--- src/rtl/uart_pkg.sv ---
// Shared types and constants for the memory-mapped UART transmitter.
// UART_PARITY_EN adds the PARITY state and sets STATUS bit 3.
package uart_pkg;

`ifdef UART_PARITY_EN
  typedef enum logic [2:0] {StIdle, StStart, StData, StParity, StStop} uart_state_e;
  localparam logic ParityEn = 1'b1;
`else
  typedef enum logic [1:0] {StIdle, StStart, StData, StStop} uart_state_e;
  localparam logic ParityEn = 1'b0;
`endif

  localparam int unsigned ST_BUSY    = 0;
  localparam int unsigned ST_FULL    = 1;
  localparam int unsigned ST_OVF     = 2;
  localparam int unsigned ST_PAR     = 3;
  localparam int unsigned ST_CNT_LSB = 4;

  localparam int unsigned OFF_TXDATA = 0;
  localparam int unsigned OFF_STATUS = 4;

endpackage

--- src/rtl/uart_tx_fifo.sv ---
// Synchronous FIFO for the TX path; caller must not push when full or pop when empty.
module uart_tx_fifo #(
  parameter int unsigned Width = 8,
  parameter int unsigned Depth = 4
) (
  input  logic                     clk_i,
  input  logic                     rst_i,
  input  logic                     push_i,
  input  logic [Width-1:0]         wdata_i,
  input  logic                     pop_i,
  output logic [Width-1:0]         rdata_o,
  output logic                     full_o,
  output logic                     empty_o,
  output logic [$clog2(Depth):0]   count_o
);

  localparam int unsigned PtrW = $clog2(Depth);
  localparam int unsigned CntW = PtrW + 1;

  logic [Width-1:0] mem_q [Depth];
  logic [PtrW-1:0]  wptr_q, rptr_q;
  logic [CntW-1:0]  count_q;

  always_ff @(posedge clk_i) begin
    if (rst_i) begin
      wptr_q  <= '0;
      rptr_q  <= '0;
      count_q <= '0;
    end else begin
      if (push_i) wptr_q <= wptr_q + PtrW'(1);
      if (pop_i)  rptr_q <= rptr_q + PtrW'(1);
      count_q <= count_q + CntW'(push_i) - CntW'(pop_i);
    end
  end

  always_ff @(posedge clk_i) begin
    if (push_i) mem_q[wptr_q] <= wdata_i;
  end

  assign rdata_o = mem_q[rptr_q];
  assign full_o  = (count_q == CntW'(Depth));
  assign empty_o = (count_q == '0);
  assign count_o = count_q;

endmodule

--- src/rtl/mmio_uart_tx.sv ---
// Memory-mapped UART transmitter: TXDATA/STATUS decode, TX FIFO and 8N1 serializer.
// Define UART_PARITY_EN to insert an even-parity bit before the stop bit.
module mmio_uart_tx
  import uart_pkg::*;
#(
  parameter int unsigned CLK_DIV    = 868,
  parameter int unsigned FIFO_DEPTH = 4,
  parameter logic [31:0] BASE_ADDR  = 32'h0001_0004
) (
  input  logic        clk,
  input  logic        rst,
  input  logic [31:0] bus_waddr,
  input  logic        bus_we,
  input  logic [31:0] bus_wdata,
  input  logic [31:0] bus_raddr,
  input  logic        bus_re,
  output logic [31:0] bus_rdata,
  output logic        bus_sel,
  output logic        uart_tx,
  output logic        irq_txempty
);

  localparam int unsigned BaudW = $clog2(CLK_DIV);
  localparam int unsigned CntW  = $clog2(FIFO_DEPTH) + 1;
  localparam logic [31:0] TxAddr     = BASE_ADDR + 32'(OFF_TXDATA);
  localparam logic [31:0] StatusAddr = BASE_ADDR + 32'(OFF_STATUS);
  localparam logic [BaudW-1:0] BaudLoad = BaudW'(CLK_DIV - 1);

  logic            wr_tx, wr_status, rd_tx, rd_status;
  logic            fifo_push, fifo_pop, fifo_full, fifo_empty;
  logic [7:0]      fifo_rdata;
  logic [CntW-1:0] fifo_count;

  uart_state_e      state_q, state_d;
  logic [BaudW-1:0] baud_q, baud_d;
  logic [2:0]       bit_idx_q, bit_idx_d;
  logic [7:0]       shift_q, shift_d;
  logic             tx_q, tx_d;
  logic             ovf_q, ovf_d;
`ifdef UART_PARITY_EN
  logic             parity_q, parity_d;
`endif

  logic        baud_done, busy;
  logic [7:0]  cnt_ext;
  logic [2:0]  cnt_field;
  logic [31:0] status;
  logic        unused_wdata;

  assign wr_tx     = bus_we && (bus_waddr == TxAddr);
  assign wr_status = bus_we && (bus_waddr == StatusAddr);
  assign rd_tx     = (bus_raddr == TxAddr);
  assign rd_status = (bus_raddr == StatusAddr);

  // Full is the pre-edge state, so a same-cycle pop never makes room.
  assign fifo_push = wr_tx && !fifo_full;

  assign unused_wdata = ^bus_wdata[31:8];

  uart_tx_fifo #(
    .Width (8),
    .Depth (FIFO_DEPTH)
  ) u_fifo (
    .clk_i   (clk),
    .rst_i   (rst),
    .push_i  (fifo_push),
    .wdata_i (bus_wdata[7:0]),
    .pop_i   (fifo_pop),
    .rdata_o (fifo_rdata),
    .full_o  (fifo_full),
    .empty_o (fifo_empty),
    .count_o (fifo_count)
  );

  assign baud_done = (baud_q == '0);

  always_comb begin
    state_d   = state_q;
    baud_d    = baud_q;
    bit_idx_d = bit_idx_q;
    shift_d   = shift_q;
    fifo_pop  = 1'b0;
`ifdef UART_PARITY_EN
    parity_d  = parity_q;
`endif

    if (state_q != StIdle) begin
      baud_d = baud_done ? BaudLoad : baud_q - BaudW'(1);
    end

    unique case (state_q)
      StIdle: begin
        if (!fifo_empty) begin
          fifo_pop = 1'b1;
          shift_d  = fifo_rdata;
          baud_d   = BaudLoad;
          state_d  = StStart;
`ifdef UART_PARITY_EN
          parity_d = ^fifo_rdata;
`endif
        end
      end
      StStart: begin
        if (baud_done) begin
          state_d   = StData;
          bit_idx_d = 3'd0;
        end
      end
      StData: begin
        if (baud_done) begin
          if (bit_idx_q == 3'd7) begin
`ifdef UART_PARITY_EN
            state_d = StParity;
`else
            state_d = StStop;
`endif
          end else begin
            bit_idx_d = bit_idx_q + 3'd1;
            shift_d   = shift_q >> 1;
          end
        end
      end
`ifdef UART_PARITY_EN
      StParity: begin
        if (baud_done) state_d = StStop;
      end
`endif
      StStop: begin
        if (baud_done) begin
          // Back-to-back frames: the next start bit follows the stop bit directly.
          if (!fifo_empty) begin
            fifo_pop = 1'b1;
            shift_d  = fifo_rdata;
            state_d  = StStart;
`ifdef UART_PARITY_EN
            parity_d = ^fifo_rdata;
`endif
          end else begin
            state_d = StIdle;
          end
        end
      end
      default: state_d = StIdle;
    endcase

    // The line is registered, so it follows the state being entered.
    unique case (state_d)
      StStart:  tx_d = 1'b0;
      StData:   tx_d = shift_d[0];
`ifdef UART_PARITY_EN
      StParity: tx_d = parity_d;
`endif
      default:  tx_d = 1'b1;
    endcase
  end

  always_comb begin
    ovf_d = ovf_q;
    if (wr_status && bus_wdata[2]) ovf_d = 1'b0;
    if (wr_tx && fifo_full)        ovf_d = 1'b1;
  end

  always_ff @(posedge clk) begin
    if (rst) begin
      state_q   <= StIdle;
      baud_q    <= '0;
      bit_idx_q <= '0;
      shift_q   <= '0;
      tx_q      <= 1'b1;
      ovf_q     <= 1'b0;
`ifdef UART_PARITY_EN
      parity_q  <= 1'b0;
`endif
    end else begin
      state_q   <= state_d;
      baud_q    <= baud_d;
      bit_idx_q <= bit_idx_d;
      shift_q   <= shift_d;
      tx_q      <= tx_d;
      ovf_q     <= ovf_d;
`ifdef UART_PARITY_EN
      parity_q  <= parity_d;
`endif
    end
  end

  assign busy      = !fifo_empty || (state_q != StIdle);
  assign cnt_ext   = 8'(fifo_count);
  assign cnt_field = (cnt_ext > 8'd7) ? 3'd7 : cnt_ext[2:0];

  always_comb begin
    status                    = '0;
    status[ST_BUSY]           = busy;
    status[ST_FULL]           = fifo_full;
    status[ST_OVF]            = ovf_q;
    status[ST_PAR]            = ParityEn;
    status[ST_CNT_LSB +: 3]   = cnt_field;

    bus_rdata = '0;
    if (bus_re && rd_status) bus_rdata = status;
  end

  assign bus_sel     = bus_re && (rd_tx || rd_status);
  assign uart_tx     = tx_q;
  assign irq_txempty = fifo_empty && (state_q == StIdle);

endmodule

--- config.mk ---
export PLATFORM = sky130hd
export DESIGN_NAME = mmio_uart_tx
export DESIGN_NICKNAME = d
export VERILOG_FILES = /design/src/rtl/uart_pkg.sv /design/src/rtl/uart_tx_fifo.sv /design/src/rtl/mmio_uart_tx.sv
export SDC_FILE = /design/constraint.sdc
export NUM_CORES = 1
export LEC_CHECK = 0
export BUFFER_PORTS_ARGS = -buffer_cell sky130_fd_sc_hd__buf_2
export CAP_MARGIN = 15
export CORE_MARGIN = 5
export CORE_UTILIZATION = 30
export DETAILED_ROUTE_END_ITERATION = 6
export SLEW_MARGIN = 40
export SYNTH_ARGS = -nofsm -noshare
export SYNTH_HDL_FRONTEND = slang
export SYNTH_SLANG_ARGS = --single-unit
--- constraint.sdc ---
create_clock -name clk -period 3.05 [get_ports clk]
set_clock_uncertainty 0.15 [all_clocks]
set_input_delay 0.61 -clock clk [delete_from_list [all_inputs] [get_ports clk]]
set_output_delay 0.61 -clock clk [all_outputs]
set_load 0.03 [all_outputs]
==> Word-level counts from Yosys, hierarchy flattened <==
Memory sizes are Yosys's and may differ from the RTL's. A register that Yosys moved wholly into a read port is not among the register bits.
Index checks and enable logic that the tools add are counted.
{ "totals": {"ff_bits": 32, "mem_bits_rw": 32, "out_inout_bits": 35, "word_cells": 86, "memories": 1} }
{ "op_classes": {"addsub": 6, "magnitude_cmp": 1, "n_eq_ne": 15, "mux": 32, "reduce_logical": 21} }
{ "mem_list": {"columns": ["name", "words", "word_bits", "rd", "rd_ports_with_merged_regs", "write_ports", "line", "source"], "rows": [
  ["u_fifo.mem_q", 4, 8, 1, 1, 1, "uart_tx_fifo.sv:20", "logic [Width-1:0] mem_q [Depth];"]
]} }
{ "ops": {"columns": ["operator", "n"], "rows": [
  ["$eq A32 B17 Y1 const B", 4],
  ["$mux W10", 4],
  ["$mux W8", 4],
  ["$pmux W8 S3", 1],
  ["$mux W2", 7],
  ["$mux W3", 4],
  ["$logic_not A10 Y1", 1],
  ["$sub A10 B1 Y10 const B", 1],
  ["$logic_and A1 B1 Y1", 8],
  ["$ne A2 B2 Y1 const B", 4],
  ["$pmux W2 S4", 1],
  ["$reduce_and A4 Y1", 2],
  ["$mux W1", 7],
  ["$mux W7", 1],
  ["$eq A2 B2 Y1 const B", 3],
  ["$eq A3 B3 Y1 const B", 2],
  ["$pmux W3 S2", 1],
  ["$reduce_bool A2 Y1", 3],
  ["$add A2 B1 Y2 const B", 2],
  ["$eq A2 B1 Y1 const B", 2],
  ["$pmux W1 S2", 2],
  ["$add A3 B1 Y3", 1],
  ["$add A3 B1 Y3 const B", 1],
  ["$gt A3 B3 Y1 const B", 1],
  ["other kinds (6)", 8]
]} }

==> Longest topological paths before layout <==
Gate-level depths: netlist (run 1).
{ "logic_depth": {"depth_word": 6, "mapped_depth": 12, "depth_no_buf": 10} }

==> By module <==
A second synthesis (run 1) with hierarchy kept.
{ "unflattened": {"hier_cells": 323, "hier_area_um2": 3564.7} }
{ "by_module_without_submodules": {"columns": ["mod", "instances", "cells_each", "area_each_um2", "seq_area_each_um2"], "rows": [
  ["mmio_uart_tx", 1, 239, 1968.1, 500.5],
  ["uart_tx_fifo", 1, 84, 1596.5, 1141.1]
]} }

==> Worst setup path after synthesis (run 1) <==
Ideal clock, no wire load.
{ "synth_path": {"path_type": "input to output", "startpoint": "input port bus_raddr[12]", "endpoint": "output port bus_rdata[0]", "arrival_time_ns": 2.058, "path_slack_ns": 0.232, "cell_stages": 5, "cell_sequence": "nor4b_1 > nand4_1 > or4_1 > clkbuf_1 > nor2_1"} }
{ "synth_via": {"elab_chain_cells": 3} }
{ "synth_rtl": {"columns": ["element", "line", "source"], "rows": [
  ["from (decl)", "mmio_uart_tx.sv:15", "input logic [31:0] bus_raddr,"],
  ["$eq A32 B17 Y1", "mmio_uart_tx.sv:53", "assign rd_status = (bus_raddr == StatusAddr);"],
  ["$logic_and A1 B1 Y1", "mmio_uart_tx.sv:200", "if (bus_re && rd_status) bus_rdata = status;"],
  ["$mux W7", "mmio_uart_tx.sv:200", null],
  ["to (decl)", "mmio_uart_tx.sv:17", "output logic [31:0] bus_rdata,"]
]} }
No other way between the ends.

==> Worst setup path after layout (run 1) <==
{ "layout_path": {"startpoint": "register state_q[0]", "endpoint": "output port bus_rdata[0]"} }
{ "layout_via": {"elab_chain_cells": 3} }
{ "layout_rtl": {"columns": ["element", "line", "source"], "rows": [
  ["from (decl)", "mmio_uart_tx.sv:34", "uart_state_e state_q, state_d;"],
  ["from (signal assigned)", "mmio_uart_tx.sv:165", "state_q <= StIdle;"],
  ["from (signal assigned)", "mmio_uart_tx.sv:175", "state_q <= state_d;"],
  ["$reduce_bool A2 Y1", "mmio_uart_tx.sv:187", "assign busy = !fifo_empty || (state_q != StIdle);"],
  ["$logic_or A1 B1 Y1", "mmio_uart_tx.sv:187", null],
  ["$mux W7", "mmio_uart_tx.sv:200", null]
]} }
No other way between the ends.

==> reports/metrics.cfg, run 1 <==
[die]
core_area_mm2=0.0120
die-area_mm2=0.0145
die_h_um=120
die_w_um=120
io_pins=135
start_util_pct=30.5
rows=40

[finish]
fin_nets=559
diodes=0
fill_cells=1181
drive_above_1_share_pct=30.4
layout-area-overhead-vs-synth_pct=21.3
layoutNonFillerInstCount=595

[synthesis]
ys_async_sr_fraction_pct=0
syn_inst=358
yosys_warnings=0
synth_seq_cells=66
ys_seq_area_share_pct=44.9
yosys.cell_types.count=58
syn_area_per_cell_um2=10.2
netlist_area_mm2=0.00365
synth-edff-count=32
synthFlopType=dfxtp_1

[clock_tree]
cts_root_buf=clkbuf_16
clk_pin_slew_ns=0.06
clock-sinks=66
hold_buffers=0
cts_buffers=9
insertion_delay_ns=0.33
cts_max_level=3
ctsResizeCount=0
cts_tree=done
cts_setup_buffers=0
clk_path_buf_depth=2

[sta]
worstMarginPinSlew_ns=0.738
min_period_over_period_pct=93.6
hold_violations=0
setup_viol=0
grt_setup_unrepaired=no
relSlewSlack_pct=50.3
fmax_ghz=0.350
drv_slew=0
setup-tns-final_ns=0
layout_setup_ws_ns=0.194
min_period_ns=2.86

[route]
drt-total-wl_mm=8.02
vias_per_cell=4.79
wl_per_cell_um=13.5
drt_iter0_drc=110
ant_nets=0
first_pass_iters=4
dr_total_vias=2848
post-route-drc-count=0

[setup_path]
crit_fanout=17
critPathCaptureType=primary output
cp.required_ns=2.29
start_kind=register
worst_ep_arrival_time_ns=2.10
crit_type=register to primary output

[global_route]
track_usage_pct=11.5
grt_max_degree=31
overflow=0
antenna_found_initial=0
grt_pass1_vias=2889
grt_pass1_wl_mm=13.5

[run_status]
status=completed

[power_and_ir_drop]
p_leak_nw=1.71
power_density_mw_per_mm2=858
ir_worst_vdd_mv=0.301

[min_path]
hp-class=register to register

[place]
pre_cts_ws_ns=0.181
place.gp.congestion=0.780
dp_cells=579
dpl.hpwl_mm=5.85
port_buffers=84

[run]
drv_cap=0

-- state kept, by name (all words and copies together), names as in the netlist, named ones only --
name	flops
u_fifo.mem_q	32
baud_q	10
shift_q	8
bit_idx_q	3
u_fifo.count_o	3
state_q	2
u_fifo.rptr_q	2
u_fifo.wptr_q	2
ovf_q	1
uart_tx	1
-- metal layers --
metal  vias to the layer above  GRT usage (%)  share of wire, %
li1                       1433              -                 -
met1                      1325           13.6                44
met2                        79           20.0                50
met3                        11           2.99               5.4
met4                         0           4.18               1.4
met5                         -              0                 0
-- synth_stat cells, types with 2 or more instances --
cell	instances	area (um^2)
nand4_1	4	25.0
and2_1	7	43.8
a211oi_1	4	30.0
nor4_1	13	81.3
edfxtp_1	32	961
o21ai_1	8	40.0
o21ai_0	13	65.1
nor2_1	29	109
buf_4	26	195
nor4b_1	5	43.8
ha_1	15	188
a41oi_1	3	26.3
o41ai_2	2	32.5
clkbuf_1	11	41.3
nor3_2	3	30.0
o21bai_1	2	15.0
nor3b_1	3	22.5
xnor2_1	5	43.8
a31oi_1	3	18.8
dfxtp_1	34	681
nand2_1	27	101
o41ai_1	2	17.5
a21oi_1	29	145
nor3_1	10	50.1
nand3_1	4	20.0
nor2b_1	7	43.8
mux4_2	8	180
buf_2	3	15.0
or3_1	2	12.5
inv_1	16	60.1
-- report_power, final --
| group | leakage, nW | internal [mW] | total, mW | switching, mW |
|---|---|---|---|---|
| Sequential | 0.566 | 1.07 | 1.22 | 0.148 |
| Clock | 0.134 | 0.564 | 0.979 | 0.415 |
| Combinational | 1.01 | 0.654 | 1.60 | 0.950 |
-- metrics by stage --
stage | power [mW] | hold WS, ns | utilization (%) | cell area [um^2]
2_1_floorplan | 2.46 | 0.288 | - | 3750
3_3_place_gp | 2.81 | 0.304 | 34.6 | 4140
3_5_place_dp | 2.84 | 0.308 | 34.6 | 4140
4_1_cts | 3.84 | 0.316 | 37.0 | 4430
5_1_grt | 4.09 | 0.331 | 37.1 | 4430
6_report | 3.80 | 0.318 | 37.1 | 4430
-- final cells by class --
cell class / count / area [um^2] / share of cell area (%)
Clock buffer: 9 / 225 / 5.08
Clock inverter: 7 / 58.8 / 1.33
Inverter: 17 / 63.8 / 1.44
Multi-Input combinational cell: 259 / 1790 / 40.5
Sequential cell: 66 / 1640 / 37.0
Tap cell: 147 / 184 / 4.15
Timing Repair Buffer: 90 / 465 / 10.5
-- cells by family after synthesis --
logic type	Yosys count	synth area share [%]
buf+inv	58	8.73
compound gates	75	13.2
mux	9	5.21
other cells	1	0.103
xor+xnor	6	1.44
fa+ha+maj	16	5.68
simple gates	127	20.8
flops	66	44.9
-- placed cells by master, fill, tap and decap left out, drive strengths merged, types with 8 or more instances in the layout --
cell     n
dfxtp   34
nor4    15
buf     90
clkbuf   9
mux4     8
nor2    29
inv     21
ha      15
o21ai   22
a21oi   29
nor3    14
edfxtp  32
conb    26
nand2   27
-- critical path, stage by stage, from the launching register on --
cell      delay, ns
dfxtp_1        0.42
inv_1          0.13
ha_1           0.24
buf_4          0.20
nand2_1        0.11
clkinv_1       0.27
nor2_1         0.16
buf_2          0.22
-- path summary, 6_finish.rpt --
| path | startpoint | end | slack (ns) | cells after the start |
|---|---|---|---|---|
| min | shift_q[5]$_SDFFE_PP0P_ | shift_q[5]$_SDFFE_PP0P_ | 0.32 | 2 |
| max | state_q[0]$_SDFF_PP0_ | bus_rdata[0] | 0.19 | 7 |
| min reg2reg | shift_q[5]$_SDFFE_PP0P_ | shift_q[5]$_SDFFE_PP0P_ | 0.32 | 2 |
| max reg2reg | state_q[0]$_SDFF_PP0_ | u_fifo.count_o[1]$_SDFF_PP0_ | 0.28 | 9 |
Note: power is estimated with default switching activity, not from simulation.
==> run 2, diff against run 1 <==
- CORE_MARGIN: 5 -> not set
- MAX_ROUTING_LAYER: not set -> met4
==> reports/metrics.cfg, run 2 (same netlist as run 1, synthesis figures left out) <==
[finish]
final_common_cell=buf_2
final_cell_mix=buf_2 (84), dfxtp_1 (34), edfxtp_1 (32)
final_core_util_pct=37.9
largestRegisters=u_fifo.mem_q x32, baud_q x10, shift_q x8
diodes=0
fin_area_mm2=0.00442
layout-area-overhead-vs-synth_pct=20.9
fin_nets=560
drive_above_1_share_pct=29.8
largest_register_ffs=32
regMostFlops=u_fifo.mem_q
layoutNonFillerInstCount=592

[clock_tree]
cts_max_level=3
cts_setup_buffers=0
hold_buffers=0
insertion_delay_ns=0.33
cts_tree=done
clock-sinks=66
ctsResizeCount=0
clk_path_buf_depth=2
cts_root_buf=clkbuf_16
clk_pin_slew_ns=0.05
cts_buffers=9

[setup_path]
cp.required_ns=2.29
worst-path-buf-inv=2
crit_family=simple AND/OR/NAND/NOR gates
worst_ep_arrival_time_ns=2.12
cpPeakStageDelay_ns=0.60
start_kind=primary input
crit_fanout=6
crit_type=primary input to primary output
critPathSlowestCell=or4_1
worstPathCellList=buf_2 -> nor4b_1 -> nand4_1 -> or4_1 -> nor2_1 -> buf_2
cpMostUsedCell=buf_2
critPathCaptureType=primary output

[die]
core_area_mm2=0.0117
start_util_pct=31.3
die-area_mm2=0.0126
rows=39
die_w_um=112
io_pins=135
die_h_um=112

[sta]
worst_hold_slack_ns=0.320
drv_slew=0
layout_setup_ws_ns=0.166
relSlewSlack_pct=51.0
min_period_over_period_pct=94.6
setup-tns-final_ns=0
fmax_ghz=0.347
setup_viol=0
worstMarginPinSlew_ns=0.727
min_period_ns=2.88
hold_violations=0
grt_setup_unrepaired=no

[power_and_ir_drop]
power_density_mw_per_mm2=847
p_leak_nw=1.71
ir_worst_vdd_mv=0.304
fin_total_pwr_mw=3.74

[global_route]
antenna_found_initial=0
grt_pass1_wl_mm=12.6
grt_pass1_vias=2700
track_usage_pct=13.1
grt_max_degree=31
overflow=0

[place]
place.gp.congestion=0.772
dpl.hpwl_mm=5.56
port_buffers=84
pre_cts_ws_ns=0.149
place_area_mm2=0.00414
dp_cells=576

[route]
drt_iter0_drc=122
first_pass_iters=4
ant_nets=0
post-route-drc-count=0
wl_per_cell_um=12.9
vias_per_cell=4.84
dr_total_vias=2864
drt-total-wl_mm=7.61

[run]
drv_cap=0

[min_path]
hp-class=register to register

[run_status]
status=completed

[run 2: changes by cell type in the layout (fill, tap and decap cells not counted), sizes merged]
| cell | delta |
|---|---|
| buf | +1 |
| inv | -4 |
| clkbuf | +1 |
| clkinv | +3 |
[run 2: report_power, final]
part / switching (mW) / leakage, nW / internal (mW) / total (mW)
registers: 0.154 / 0.566 / 1.07 / 1.23
clock network: 0.380 / 0.129 / 0.550 / 0.931
logic: 0.928 / 1.02 / 0.654 / 1.58
[run 2: worst register-to-register path, cell delays in order (launching register included)]
cell and delay [ns]:
dfxtp_1 0.43, ha_1 0.34, nor4b_1 0.27, a41oi_1 0.24, nor3_2 0.28, ha_1 0.27
inv_1 0.05, ha_1 0.15, fa_1 0.40, nor2b_1 0.13
[run 2: cell type report]
| class | count | area, um^2 |
|---|---|---|
| Clock inverter | 6 | 42.5 |
| Sequential cell | 66 | 1640 |
| Tap cell | 143 | 179 |
| Fill cell | 1141 | 7250 |
| Clock buffer | 10 | 229 |
| Timing Repair Buffer | 91 | 473 |
| Inverter | 17 | 63.8 |
| Multi-Input combinational cell | 259 | 1790 |
[run 2: final timing paths]
| path | from | end | slack [ns] | cells past startpoint |
|---|---|---|---|---|
| setup reg to reg | state_q[0]$_SDFF_PP0_ | u_fifo.count_o[1]$_SDFF_PP0_ | 0.22 | 9 |
| hold reg to reg | shift_q[2]$_SDFFE_PP0P_ | shift_q[2]$_SDFFE_PP0P_ | 0.32 | 2 |
| hold / removal | shift_q[2]$_SDFFE_PP0P_ | shift_q[2]$_SDFFE_PP0P_ | 0.32 | 2 |
| setup / recovery | bus_raddr[12] | bus_rdata[0] | 0.17 | 6 |
[run 2: layer usage]
layer / global-route usage, % / up-vias / routed length, um
met4: 5.51 / 0 / 85
met2: 21.0 / 88 / 3750
met1: 15.2 / 1338 / 3470
li1: - / 1431 / -
met5: - / - / 0
met3: 3.94 / 7 / 311
